`src/rtl/game_controller.sv`:
```
// Round sequencer for the memory game: shows an LFSR-derived 4-digit BCD target,
// collects four user digits and registers a match verdict plus a saturating streak.
module game_controller #(
    parameter int          SHOW_TICKS   = 3,
    parameter int          RESULT_TICKS = 4,
    parameter logic [15:0] LFSR_SEED    = 16'hACE1
) (
    input  logic        clk,
    input  logic        rst,
    input  logic        tick,
    input  logic        startBtn,
    input  logic        enterBtn,
    input  logic        clearBtn,
    input  logic [3:0]  digitSw,
    output logic        displayPhase,
    output logic [15:0] randInt,
    output logic [15:0] userInput,
    output logic        inputReady,
    output logic        correct,
    output logic [7:0]  streak
);

    typedef enum logic [1:0] {
        IDLE   = 2'd0,
        SHOW   = 2'd1,
        ENTRY  = 2'd2,
        RESULT = 2'd3
    } state_t;

    localparam logic [7:0] SHOW_LAST   = 8'(SHOW_TICKS - 1);
    localparam logic [7:0] RESULT_LAST = 8'(RESULT_TICKS - 1);

    state_t      state_r;
    logic [15:0] lfsr_r;
    logic [7:0]  tick_cnt_r;
    logic [2:0]  digit_cnt_r;
    logic        display_phase_r;
    logic        input_ready_r;
    logic        correct_r;
    logic [15:0] rand_int_r;
    logic [15:0] user_input_r;
    logic [7:0]  streak_r;

    logic        lfsr_fb_s;
    logic        digit_ok_s;
    logic [15:0] next_digits_s;
    logic        match_s;

    function automatic logic [3:0] bcd_nib(input logic [3:0] n);
        if (n <= 4'd9) begin
            return n;
        end else begin
            return n - 4'd6;
        end
    endfunction

    function automatic logic [15:0] bcd_map(input logic [15:0] v);
        return {bcd_nib(v[15:12]), bcd_nib(v[11:8]), bcd_nib(v[7:4]), bcd_nib(v[3:0])};
    endfunction

    function automatic logic [7:0] sat_inc(input logic [7:0] v);
        if (v == 8'hFF) begin
            return v;
        end else begin
            return v + 8'd1;
        end
    endfunction

    // Decode of the shift-in digit and the match against the target.
    always_comb begin
        lfsr_fb_s     = lfsr_r[15] ^ lfsr_r[13] ^ lfsr_r[12] ^ lfsr_r[10];
        digit_ok_s    = (digitSw <= 4'd9);
        next_digits_s = {user_input_r[11:0], digitSw};
        match_s       = (next_digits_s == rand_int_r);
    end

    // Free-running LFSR; a nonzero seed keeps it out of the all-zero lockup.
    always_ff @(posedge clk or negedge rst) begin
        if (!rst) begin
            lfsr_r <= LFSR_SEED;
        end else begin
            lfsr_r <= {lfsr_r[14:0], lfsr_fb_s};
        end
    end

    // Round FSM with registered outputs.
    always_ff @(posedge clk or negedge rst) begin
        if (!rst) begin
            state_r         <= IDLE;
            tick_cnt_r      <= 8'd0;
            digit_cnt_r     <= 3'd0;
            display_phase_r <= 1'b0;
            input_ready_r   <= 1'b0;
            correct_r       <= 1'b0;
            rand_int_r      <= 16'd0;
            user_input_r    <= 16'd0;
            streak_r        <= 8'd0;
        end else begin
            case (state_r)
                IDLE: begin
                    if (startBtn) begin
                        rand_int_r      <= bcd_map(lfsr_r);
                        tick_cnt_r      <= 8'd0;
                        display_phase_r <= 1'b1;
                        state_r         <= SHOW;
                    end else begin
                        state_r <= IDLE;
                    end
                end
                SHOW: begin
                    if (tick) begin
                        if (tick_cnt_r == SHOW_LAST) begin
                            user_input_r    <= 16'd0;
                            digit_cnt_r     <= 3'd0;
                            display_phase_r <= 1'b0;
                            state_r         <= ENTRY;
                        end else begin
                            tick_cnt_r <= tick_cnt_r + 8'd1;
                        end
                    end else begin
                        state_r <= SHOW;
                    end
                end
                ENTRY: begin
                    if (clearBtn) begin
                        user_input_r <= 16'd0;
                        digit_cnt_r  <= 3'd0;
                    end else if (enterBtn && digit_ok_s) begin
                        user_input_r <= next_digits_s;
                        if (digit_cnt_r == 3'd3) begin
                            digit_cnt_r   <= 3'd0;
                            correct_r     <= match_s;
                            streak_r      <= match_s ? sat_inc(streak_r) : 8'd0;
                            tick_cnt_r    <= 8'd0;
                            input_ready_r <= 1'b1;
                            state_r       <= RESULT;
                        end else begin
                            digit_cnt_r <= digit_cnt_r + 3'd1;
                        end
                    end else begin
                        state_r <= ENTRY;
                    end
                end
                RESULT: begin
                    // A restart beats the final tick so a quick player never lands in IDLE.
                    if (startBtn) begin
                        rand_int_r      <= bcd_map(lfsr_r);
                        tick_cnt_r      <= 8'd0;
                        display_phase_r <= 1'b1;
                        input_ready_r   <= 1'b0;
                        state_r         <= SHOW;
                    end else if (tick) begin
                        if (tick_cnt_r == RESULT_LAST) begin
                            input_ready_r <= 1'b0;
                            state_r       <= IDLE;
                        end else begin
                            tick_cnt_r <= tick_cnt_r + 8'd1;
                        end
                    end else begin
                        state_r <= RESULT;
                    end
                end
                default: begin
                    display_phase_r <= 1'b0;
                    input_ready_r   <= 1'b0;
                    state_r         <= IDLE;
                end
            endcase
        end
    end

    assign displayPhase = display_phase_r;
    assign randInt      = rand_int_r;
    assign userInput    = user_input_r;
    assign inputReady   = input_ready_r;
    assign correct      = correct_r;
    assign streak       = streak_r;

endmodule
```
`config.mk`:
```
export PLATFORM = sky130hd
export DESIGN_NAME = game_controller
export DESIGN_NICKNAME = d
export VERILOG_FILES = /design/src/rtl/game_controller.sv
export SDC_FILE = /design/constraint.sdc
export NUM_CORES = 1
export LEC_CHECK = 0
export CAP_MARGIN = 20
export CORE_MARGIN = 2
export CORE_UTILIZATION = 28
export CTS_BUF_LIST = sky130_fd_sc_hd__clkbuf_4 sky130_fd_sc_hd__clkbuf_8 sky130_fd_sc_hd__clkbuf_16
export CTS_CLUSTER_SIZE = 24
export DETAILED_ROUTE_END_ITERATION = 12
export PLACE_DENSITY_LB_ADDON = 0.05
export REMOVE_ABC_BUFFERS = 1
export SLEW_MARGIN = 15
export SYNTH_ARGS = -nofsm -noshare
export SYNTH_HDL_FRONTEND = slang
export SYNTH_SLANG_ARGS = --single-unit
```
`constraint.sdc`:
```
create_clock -name clk -period 3.1 [get_ports clk]
set_input_delay 0.465 -clock clk [delete_from_list [all_inputs] [get_ports clk]]
set_output_delay 0.465 -clock clk [all_outputs]
set_load 0.01 [all_outputs]
```
Word level (Yosys, flattened, before mapping):

Cells that the tools add are included.

* register bits after elaboration: 72
* bits in latches: 0
* memory bits (writable): 0
* bits in read-only memories: 0
* input bits: 10
* memories kept: 0

* add/subtract/negate cells: 7
* multipliers: 0
* divide/modulo/power cells: 0
* order comparisons: 5
* eq/ne operators: 24
* shifts and indexed selects: 0
* multiplexer cells: 48
* bitwise gates (word level): 4
* reductions and logical operators: 14

Operator list (number)
* $mux 8: 11
* $mux 16: 4
* $pmux 16 s2: 1
* $pmux 8 s4: 1
* $le 4x4->1 const B: 5
* $ne 3x3->1 const B: 6
* $add 8x1->8 const B: 2
* $eq 16x16->1: 1
* $eq 8x2->1 const B: 2
* $mux 2: 8
* $mux 4: 4
* $ne 2x2->1 const B: 8
* $reduce_and 4->1: 4
* $sub 4x3->4 const B: 4
* $mux 3: 5
* $mux 1: 10
* $eq 8x8->1 const B: 1
* $pmux 2 s4: 1
* $reduce_and 8->1: 1
* $pmux 3 s2: 1
* $reduce_and 6->1: 1
* $reduce_bool 2->1: 3
* $reduce_and 5->1: 1
* $eq 2x2->1 const B: 2
* other kinds (12): 15

Longest topological paths before layout:

Gate-level depths: netlist of the first run.

* depth after elaboration: 5
* depth in mapped cells: 8

Worst setup path after synthesis of the first run:

No wires, ideal clock.

* path kind: register -> register
* start: register tick_cnt_r[5]
* end: register digit_cnt_r[0]
* data arrival time: 1.991 ns
* path slack: 0.985 ns
* stages on the path, launching flop included: 7
* path buffers: 1
* period minus slack after synthesis: 2.115 ns
* cells stage by stage: dfrtp_1 -> or4_4 -> nor3_4 -> nand3_2 -> a221oi_2 -> buf_6 -> mux2_2

* word-level cells in the longest chain between the ends: 3

Ends and longest elaborated chain
* from (decl): line 35 `logic [7:0] tick_cnt_r;`
* from (signal assigned): line 118 `tick_cnt_r <= tick_cnt_r + 8'd1;`
* from (signal assigned): line 157 `tick_cnt_r <= tick_cnt_r + 8'd1;`
* $eq 8x2->1: line 112 `if (tick_cnt_r == SHOW_LAST) begin`
* $ne 2x2->1 (no source line)
* $reduce_and 4->1 (no source line)
* to (signal assigned): line 138 `digit_cnt_r <= digit_cnt_r + 3'd1;`
* to (decl): line 36 `logic [2:0] digit_cnt_r;`

Every way passes these cells.
A chain may end at the register's enable or synchronous reset.

Final worst setup path of the first run:

* start: register tick_cnt_r[5]
* end: register user_input_r[5], in the netlist userInput[5]

* word-level cells in the longest chain between the ends: 3

Ends and longest elaborated chain
* $eq 8x2->1: line 112
* $ne 2x2->1 (no source line)
* $reduce_and 4->1 (no source line)
* to (signal assigned): line 129 `user_input_r <= next_digits_s;`
* to (decl): line 41 `logic [15:0] user_input_r;`

Every way passes these cells.

==> results.sh, run 1 <==
export IMPL_hpwl_um=6136
export IMPL_routedLengthMet1_um=4303
export IMPL_final_setup_skew_ns=0.009204
export IMPL_crit_fanout=11
export IMPL_timing_critical_path_from="tick_cnt_r[5]"
export IMPL_post_cts_repair_setup_buffers=0
export IMPL_timing_max_cap_violations=0
export IMPL_drt_pass1_iter_count=4
export IMPL_cp_required_ns=3.36
export IMPL_cp_end_kind="flop"
export IMPL_status="completed"
export IMPL_finalSetupTns_ns=0
export IMPL_drt_wirelength_per_cell_um=15.04
export IMPL_clock_latency_late_sink_ns=0.34
export IMPL_synth_cells_most_frequent="sky130_fd_sc_hd__dfrtp_1 (64), sky130_fd_sc_hd__nand2_1 (46), sky130_fd_sc_hd__o21ai_0 (25), sky130_fd_sc_hd__inv_1 (24)"
export IMPL_critPathArrivalTime_ns=2.61
export IMPL_reg2reg_from="tick_cnt_r[5]"
export IMPL_power_per_cell_area_nw_per_um2=594.1
export IMPL_route_top_layer_used="met4"
export IMPL_cts_htree_levels=3
export IMPL_holdBufCountCts=0
export IMPL_p_leak_nw=2.054
export IMPL_smallest_hold_slack_ns=0.3548
export IMPL_placement_rows=41
export IMPL_synthArstFlopShare=1.000
export IMPL_drc_errors=0
export IMPL_peakVddDrop_mv=0.3528
export IMPL_synth_seq_cells=72
export IMPL_cp_start_kind="flop"
export IMPL_grt_setup_unrepaired="false"
export IMPL_drtAntennaViolNets=0
export IMPL_grt_pass1_vias=2774
export IMPL_clock_slew_at_reported_path_ffs_ns=0.06
export IMPL_area_growth_pct=28.08
export IMPL_drt_vias_per_instance=4.583
export IMPL_drt_first_iter_violations=206
export IMPL_synth_distinct_cells=47
export IMPL_min_period_ns=2.353
export IMPL_io_buffers=52
export IMPL_postSynth_topFlopCell="sky130_fd_sc_hd__dfrtp_1"
export IMPL_cts_root_to_sink_buffers=2
export IMPL_synth_most_common_cell="sky130_fd_sc_hd__dfrtp_1"
export IMPL_timing_worst_setup_path_type="flop to flop"
export IMPL_finish_net_count=433
export IMPL_clock_fmax_ghz=0.4249
export IMPL_multi_input_gate_area_in_the_final_layout_um2=1684
export IMPL_overflow=0
export IMPL_floorplan_die_height_um=117.9
export IMPL_detailroute_via_count=2690
export IMPL_synth_area_um2=3631
export IMPL_synthDominantCellAreaShare=0.4411
export IMPL_ys_warns=0
export IMPL_clock_sinks=72
export IMPL_initial_core_util=0.2877
export IMPL_die_width_um=117.9
export IMPL_globalplace_congestion=0.7033
export IMPL_diodes=0
export IMPL_syn_mean_instance_area_um2=10.34
export IMPL_gr_usage_all_layers=0.1350
export IMPL_seq_area_frac_synth=0.4990
export IMPL_n_fill_cell=1272
export IMPL_synthTopCellsByArea="sky130_fd_sc_hd__dfrtp_1 (44%), sky130_fd_sc_hd__dfstp_2 (5.8%), sky130_fd_sc_hd__nand2_1 (4.8%), sky130_fd_sc_hd__mux2i_1 (4.7%), sky130_fd_sc_hd__xor2_1 (4.6%)"
export IMPL_setup_violations=0
export IMPL_core_um2=12620
export IMPL_count_of_instances_resized_after_the_clock_tree_is_built=0
export IMPL_grt_first_pass_wirelength_um=14630
export IMPL_met3RoutedLength_um=387
export IMPL_synth_edff_count=0
export IMPL_cts_tree="built"
export IMPL_cts_root_buf="sky130_fd_sc_hd__clkbuf_16"
export IMPL_layout_area_seq_um2=1812
export IMPL_antenna_found_initial=0
export IMPL_final_layout_size_suffix_gt1_frac=0.1229
export IMPL_max_slew_headroom=0.3736
export IMPL_floorplan_io_pins=53
export IMPL_slew_at_the_pin_closest_to_its_max_slew_limit_ns=0.9396
export IMPL_tritoncts_num_buffers=9
export IMPL_grt_start_max_net_pins=73
export IMPL_dieArea_um2=13890
export IMPL_timing_final_hold_violations=0
export IMPL_synthesis_instances=351
export IMPL_post_route_period_util=0.7592
export IMPL_hold_class="input port to asynchronous set/reset pin"
export IMPL_cell_type_with_the_highest_aggregate_area_in_the_netlist="sky130_fd_sc_hd__dfrtp_1"
export IMPL_drt_wl_total_um=8827
export IMPL_route_met2_wl_um=4058
export IMPL_fin_total_pwr_mw=2.763
export IMPL_maxSlewViolCount=0
==> cell families (layout without fill, tap and decap cells) <==
family,count (synthesis),in the layout,synth area share
AND/OR/NAND/NOR,118,118,0.1651
flip-flops,72,72,0.4990
AO/OA/AOI/OAI,61,61,0.1082
buffers and inverters,34,98,0.04032
multiplexers,30,30,0.08718
XOR/XNOR,23,23,0.05548
adder cells (fa/ha/maj),13,13,0.04480
==> worst max-delay path, cell delays in order (launching register included) <==
cell                       delay, ns
sky130_fd_sc_hd__dfrtp_1        0.43
sky130_fd_sc_hd__or4_4          0.57
sky130_fd_sc_hd__nor3_4         0.25
sky130_fd_sc_hd__nand3_2        0.18
sky130_fd_sc_hd__a221oi_4       0.33
sky130_fd_sc_hd__buf_4          0.29
sky130_fd_sc_hd__mux2i_1        0.22
==> layout make-up <==
type / instances / area share
clock buffer: 12 / 0.05596
multi-input combinational: 245 / 0.3621
sequential: 72 / 0.3896
tap: 172 / 0.04627
inverter: 24 / 0.01937
clock inverter: 4 / 0.006188
timing repair buffer: 58 / 0.1205
==> sequential cells by signal (all words and copies together), names as in the netlist, 2 cells and up <==
name,count
lfsr_r,16
randInt,16
userInput,16
streak,8
tick_cnt_r,8
digit_cnt_r,3
state_r,2
==> path summary, 6_finish.rpt <==
check	to	slack, ns	cells past startpoint
min in group clk	lfsr_r[5]	0.38	0
worst min-delay path	streak[4]	0.35	2
worst min register to register	lfsr_r[5]	0.38	0
worst max-delay path	userInput[5]	0.75	6
max in group asynchronous	lfsr_r[12]	2.14	2
worst max register to register	userInput[5]	0.75	6
==> power breakdown <==
part	internal [mW]	total (mW)	switching, mW	leakage, nW
clock network	0.595	1.01	0.413	0.138
registers	0.992	1.04	0.0532	0.961
logic	0.313	0.711	0.398	0.954
==> placed cells by master (no fill, tap or decap), drive strengths merged, types with 4 or more instances in the layout <==
cell           Yosys  final
a21oi              9      9
dfstp              8      8
o31ai              7      7
xor2              19     19
nand2             46     46
nand3              9      9
inv               24     24
xnor2              4      4
nand2b             7      7
buf                4      7
nor4               6      6
mux2i             17     17
o21ai             26     26
clkdlybuf4s50      0     51
clkbuf             6     12
ha                13     13
nor2              19     19
nor2b              8      8
mux2              13     13
dfrtp             64     64
==> through the flow <==
step	instances	worst slack, ns	instance area (µm²)	utilization
floorplan	341	0.06614	3575	-
global placement	571	0.5421	4362	0.3456
detailed placement	571	0.4662	4362	0.3456
CTS	587	0.7392	4651	0.3685
global route	587	0.6188	4651	0.3685
finish	587	0.7466	4651	0.3685
==> layer usage <==
metal  track usage  up-vias
li1              -     1337
met1        0.1738     1293
met2        0.2115       55
met3       0.04990        5
met4       0.04066        0
met5             0        -
Note: power is estimated with default switching activity, not from simulation.
==> inputs of run 2 (changes only) <==
Clock period 3.1 ns to 2.1 ns, I/O delays scaled along.
==> results.sh, run 2 (same netlist as run 1, synthesis figures left out) <==
export IMPL_power_per_cell_area_nw_per_um2=851.1
export IMPL_min_period_ns=2.091
export IMPL_timing_max_cap_violations=0
export IMPL_final_area_um2=4935
export IMPL_p_comb_frac=0.300
export IMPL_p_sw_mw=1.325
export IMPL_floorplan_die_height_um=117.9
export IMPL_dieArea_um2=13890
export IMPL_grt_start_max_net_pins=73
export IMPL_timing_final_hold_violations=12
export IMPL_clock_fmax_ghz=0.4783
export IMPL_cts_root_to_sink_buffers=2
export IMPL_area_growth_pct=35.91
export IMPL_holdBufCountCts=0
export IMPL_dpl_instance_area_um2=4612
export IMPL_setup_violations=0
export IMPL_cts_root_buf="sky130_fd_sc_hd__clkbuf_16"
export IMPL_swShare=0.3154
export IMPL_status="finished, violations left"
export IMPL_drtAntennaViolNets=0
export IMPL_drt_wl_total_um=8871
export IMPL_grt_pass1_vias=2923
export IMPL_io_buffers=52
export IMPL_grt_first_pass_wirelength_um=14980
export IMPL_hold_class="input port to asynchronous set/reset pin"
export IMPL_dpl_worst_slack_ns=-0.1933
export IMPL_timing_worst_setup_path_type="flop to flop"
export IMPL_drt_pass1_iter_count=4
export IMPL_n_fill_cell=1292
export IMPL_hpwl_um=6341
export IMPL_cp_top_family="simple AND/OR/NAND/NOR gates"
export IMPL_timing_final_ws_setup_ns=0.009321
export IMPL_timing_critical_path_slowest_cell_delay_ns=0.55
export IMPL_initial_core_util=0.2877
export IMPL_antenna_found_initial=0
export IMPL_tritoncts_num_buffers=9
export IMPL_violations="hold timing"
export IMPL_drc_errors=0
export IMPL_peakVddDrop_mv=0.3837
export IMPL_timing_reg2reg_worst_path_depth=6
export IMPL_max_slew_headroom=0.7169
export IMPL_commonest_non_fill_non_tap_cells_in_the_layout="sky130_fd_sc_hd__dfrtp_1 (64), sky130_fd_sc_hd__clkdlybuf4s50_1 (51), sky130_fd_sc_hd__nand2_1 (46), sky130_fd_sc_hd__buf_4 (34), sky130_fd_sc_hd__o21ai_0 (25)"
export IMPL_crit_chain="or4_4 -> nor3_4 -> nand3_2 -> a221oi_4 -> buf_6 -> mux2_2"
export IMPL_cp_num_buf_inv=1
export IMPL_cts_htree_levels=3
export IMPL_grt_setup_unrepaired="true"
export IMPL_detailroute_via_count=2774
export IMPL_post_route_period_util=0.9956
export IMPL_clock_sinks=72
export IMPL_drt_vias_per_instance=4.474
export IMPL_diodes=0
export IMPL_gr_usage_all_layers=0.1359
export IMPL_overflow=0
export IMPL_drt_wirelength_per_cell_um=14.31
export IMPL_cell_internal_pwr_mw=2.875
export IMPL_cp_required_ns=2.32
export IMPL_drt_first_iter_violations=129
export IMPL_maxSlewViolCount=0
export IMPL_finish_net_count=466
export IMPL_crit_fanout=4
export IMPL_final_layout_size_suffix_gt1_frac=0.1942
export IMPL_worst_path_max_delay_cell="sky130_fd_sc_hd__or4_4"
export IMPL_globalplace_congestion=0.7460
export IMPL_critPathArrivalTime_ns=2.31
export IMPL_p_leak_nw=2.230
export IMPL_cp_depth=6
export IMPL_final_setup_skew_ns=0.008854
export IMPL_layout_commonest_cell="sky130_fd_sc_hd__dfrtp_1"
export IMPL_cp_start_kind="flop"
export IMPL_core_um2=12620
export IMPL_clock_slew_at_reported_path_ffs_ns=0.06
export IMPL_placement_rows=41
export IMPL_floorplan_io_pins=53
export IMPL_seqPwrFrac=0.367
export IMPL_cts_tree="built"
export IMPL_smallest_hold_slack_ns=-0.03081
export IMPL_clock_latency_late_sink_ns=0.34
export IMPL_die_width_um=117.9
export IMPL_slew_at_the_pin_closest_to_its_max_slew_limit_ns=0.4246
export IMPL_p_clk_frac=0.334
export IMPL_cp_end_kind="flop"
## run 2: changes by cell type in the layout (fill, tap and decap cells not counted), moves of 2 or more
| cell | before | now |
|---|---|---|
| sky130_fd_sc_hd__buf_6 | 0 | 2 |
| sky130_fd_sc_hd__clkinv_2 | 1 | 4 |
| sky130_fd_sc_hd__clkbuf_8 | 2 | 0 |
| sky130_fd_sc_hd__inv_6 | 0 | 2 |
| sky130_fd_sc_hd__buf_12 | 0 | 2 |
| sky130_fd_sc_hd__buf_4 | 6 | 34 |
## run 2: final timing paths
kind	end	from	slack, ns
max	digit_cnt_r[0]	tick_cnt_r[5]	0.009
min reg2reg	lfsr_r[9]	lfsr_r[8]	0.37
min in group clk	lfsr_r[9]	lfsr_r[8]	0.37
min	streak[2]	rst	-0.03
max in group asynchronous	lfsr_r[0]	rst	1.74
max reg2reg	digit_cnt_r[0]	tick_cnt_r[5]	0.009
## run 2: timing repair
item                                    4_1_cts  5_1_grt
resized for setup                             5        5
setup buffers                                 3        0
cloned                                        1        0
endpoints found under the hold margin         0        0
endpoints found under the setup margin       17       27
pin swaps                                     1        1
## run 2: per-layer routing
layer  share of wire  vias to the layer above  GRT usage  routed length (µm)
met5               0                        -          0                   0
met2            0.46                       44     0.2177                4082
met1            0.49                     1311     0.1774                4345
met4           0.012                        0    0.04142                 110
met3           0.038                        8    0.03973                 333
li1                -                     1411          -                   -
## run 2: power groups by stage
stage	sequential (mW)	combinational, mW	clock, mW
floorplan	1.56	0.685	0
global placement	1.56	1.17	0
detailed placement	1.56	1.16	0
CTS	1.54	1.27	1.46
global route	1.55	1.39	1.51
finish	1.54	1.26	1.40
## run 2: metrics by stage
step                TNS (ns)  cells  total power [mW]  hold WS (ns)    util
floorplan             -16.64    341             2.248       0.01941       -
global placement      -2.366    601             2.730        0.3671  0.3655
detailed placement    -3.501    601             2.723        0.3668  0.3655
CTS                 -0.01393    621             4.265       0.02171  0.3904
global route         -0.8456    620             4.451       0.03826  0.3910
finish                     0    620             4.200      -0.03081  0.3910
## run 2: area by class of cell
type	count	area [µm²]	share of cell area
clock buffers	9	225.2	0.04564
inverters	24	90.09	0.01826
well taps	172	215.2	0.04361
multi-input cells	245	1699	0.3443
flip-flops and latches	72	1812	0.3671
repair buffers	91	848.3	0.1719
clock inverters	7	45.04	0.009128
==> inputs of run 3 (changes only) <==
Settings changed: CORE_UTILIZATION 28 to 25.
==> results.sh, run 3 (same netlist as run 1, synthesis figures left out) <==
export IMPL_status="finished, violations left"
export IMPL_violations="setup timing"
export IMPL_min_period_ns=2.147
export IMPL_floorplan_die_height_um=124.5
export IMPL_drt_vias_per_instance=4.496
export IMPL_clock_fmax_ghz=0.4657
export IMPL_drt_first_iter_violations=126
export IMPL_timing_max_cap_violations=0
export IMPL_cts_root_to_sink_buffers=2
export IMPL_layout_commonest_cell="sky130_fd_sc_hd__dfrtp_1"
export IMPL_tritoncts_num_buffers=9
export IMPL_cp_end_kind="flop"
export IMPL_drt_wirelength_per_cell_um=15.07
export IMPL_commonest_non_fill_non_tap_cells_in_the_layout="sky130_fd_sc_hd__dfrtp_1 (64), sky130_fd_sc_hd__clkdlybuf4s50_1 (51), sky130_fd_sc_hd__nand2_1 (46), sky130_fd_sc_hd__buf_4 (35), sky130_fd_sc_hd__o21ai_0 (25)"
export IMPL_slew_at_the_pin_closest_to_its_max_slew_limit_ns=0.3818
export IMPL_max_slew_headroom=0.7431
export IMPL_ff2ff_setup_slack_ns=-0.05
export IMPL_final_instance_count_excl_fill=635
export IMPL_grt_pass1_vias=2884
export IMPL_cts_htree_levels=3
export IMPL_n_fill_cell=1466
export IMPL_drc_errors=0
export IMPL_timing_worst_setup_path_type="flop to flop"
export IMPL_io_buffers=52
export IMPL_diodes=0
export IMPL_worst_path_max_delay_cell="sky130_fd_sc_hd__or4_4"
export IMPL_hpwl_um=6905
export IMPL_fin_util=0.3485
export IMPL_timing_critical_path_from="tick_cnt_r[5]"
export IMPL_final_layout_size_suffix_gt1_frac=0.1996
export IMPL_critical_path_reg2reg_endpoint="digit_cnt_r[1]"
export IMPL_cells_after_dpl=614
export IMPL_clock_latency_late_sink_ns=0.34
export IMPL_reg2reg_from="tick_cnt_r[5]"
export IMPL_clock_slew_at_reported_path_ffs_ns=0.06
export IMPL_critPathArrivalTime_ns=2.38
export IMPL_timing_final_ws_setup_ns=-0.04736
export IMPL_drt_wl_total_um=9572
export IMPL_grt_start_max_net_pins=58
export IMPL_die_width_um=124.5
export IMPL_cts_tree="built"
export IMPL_drtAntennaViolNets=0
export IMPL_overflow=0
export IMPL_p_leak_nw=2.250
export IMPL_maxSlewViolCount=0
export IMPL_timing_critical_path_slowest_cell_delay_ns=0.56
export IMPL_globalplace_congestion=0.7388
export IMPL_hold_class="input port to asynchronous set/reset pin"
export IMPL_peakVddDrop_mv=0.3243
export IMPL_antenna_found_initial=0
export IMPL_post_route_period_util=1.023
export IMPL_gr_usage_all_layers=0.1304
export IMPL_cts_root_buf="sky130_fd_sc_hd__clkbuf_16"
export IMPL_final_setup_skew_ns=0.008016
export IMPL_detailroute_via_count=2855
export IMPL_floorplan_io_pins=53
export IMPL_clock_sinks=72
export IMPL_cp_start_kind="flop"
export IMPL_power_per_cell_area_nw_per_um2=867.2
export IMPL_crit_fanout=3
export IMPL_dieArea_um2=15500
export IMPL_dpl_worst_slack_ns=-0.2747
export IMPL_core_um2=14370
export IMPL_drt_pass1_iter_count=5
export IMPL_setup_violations=9
export IMPL_initial_core_util=0.2527
export IMPL_smallest_hold_slack_ns=0.3772
export IMPL_timing_reg2reg_worst_path_depth=6
export IMPL_placement_rows=44
export IMPL_crit_chain="or4_4 -> nor3_4 -> nand3_2 -> a221oi_4 -> buf_6 -> mux2_2"
export IMPL_area_growth_pct=37.90
export IMPL_timing_final_hold_violations=0
export IMPL_finish_net_count=469
export IMPL_grt_setup_unrepaired="true"
export IMPL_grt_first_pass_wirelength_um=15810
export IMPL_cp_required_ns=2.33
export IMPL_crit_end="digit_cnt_r[1]"
==> run 3: worst min-delay path by stage <==
| stage | endpoint | slack (ns) | cells past startpoint | startpoint |
|---|---|---|---|---|
| 2_1_floorplan | correct | 0.02 | 0 | rst |
| 3_3_place_gp | streak[4] | 0.21 | 1 | rst |
| 3_5_place_dp | streak[5] | 0.21 | 1 | rst |
| 4_1_cts | lfsr_r[5] | 0.38 | 0 | lfsr_r[4] |
| 5_1_grt | lfsr_r[5] | 0.39 | 0 | lfsr_r[4] |
| 6_report | streak[5] | 0.38 | 2 | rst |
==> run 3: where the power goes <==
part	switching [mW]	internal (mW)	leakage [nW]
sequential	0.0778	1.46	0.961
clock	0.629	0.833	0.135
combinational	0.661	0.678	1.15
==> run 3: final cells by class <==
cell class | instances | area, µm² | area share
multi-input combinational | 245 | 1707 | 0.3408
inverter | 24 | 90.09 | 0.01799
sequential | 72 | 1812 | 0.3618
timing repair buffer | 94 | 887.1 | 0.1772
clock buffer | 10 | 239.0 | 0.04773
tap | 184 | 230.2 | 0.04598
clock inverter | 6 | 42.54 | 0.008496
==> run 3: what timing repair did <==
| action | CTS | global route |
|---|---|---|
| setup buffers | 2 | 1 |
| gates resized for setup | 5 | 8 |
| pin swaps | 1 | 1 |
| cloned | 1 | 0 |
| setup endpoints to repair | 21 | 30 |
| hold buffers | 1 | 0 |
| hold endpoints to repair | 15 | 0 |
==> run 3: worst max-delay path, delay by kind of cell (launching register included) <==
family	cells	cell delay, ns
flip-flops	1	0.38
buffers and inverters	1	0.16
AO/OA/AOI/OAI	1	0.29
multiplexers	1	0.32
AND/OR/NAND/NOR	3	0.89
==> run 3: metrics by stage <==
step | setup TNS, ns | cell area (µm²) | power [mW]
finish | -0.1101 | 5007 | 4.342
floorplan | -16.64 | 3575 | 2.248
detailed placement | -3.275 | 4639 | 2.763
CTS | -0.3575 | 4969 | 4.381
global placement | -3.208 | 4639 | 2.764
global route | -1.828 | 5007 | 4.616
==> run 3: layer usage <==
layer / GRT usage / share of wire / vias up / wire length, µm
met3: 0.03479 / 0.040 / 12 / 383
met2: 0.1877 / 0.44 / 47 / 4233
li1: - / - / 1413 / -
met5: 0 / 0 / - / 0
met4: 0.06015 / 0.020 / 0 / 195
met1: 0.1820 / 0.50 / 1383 / 4761
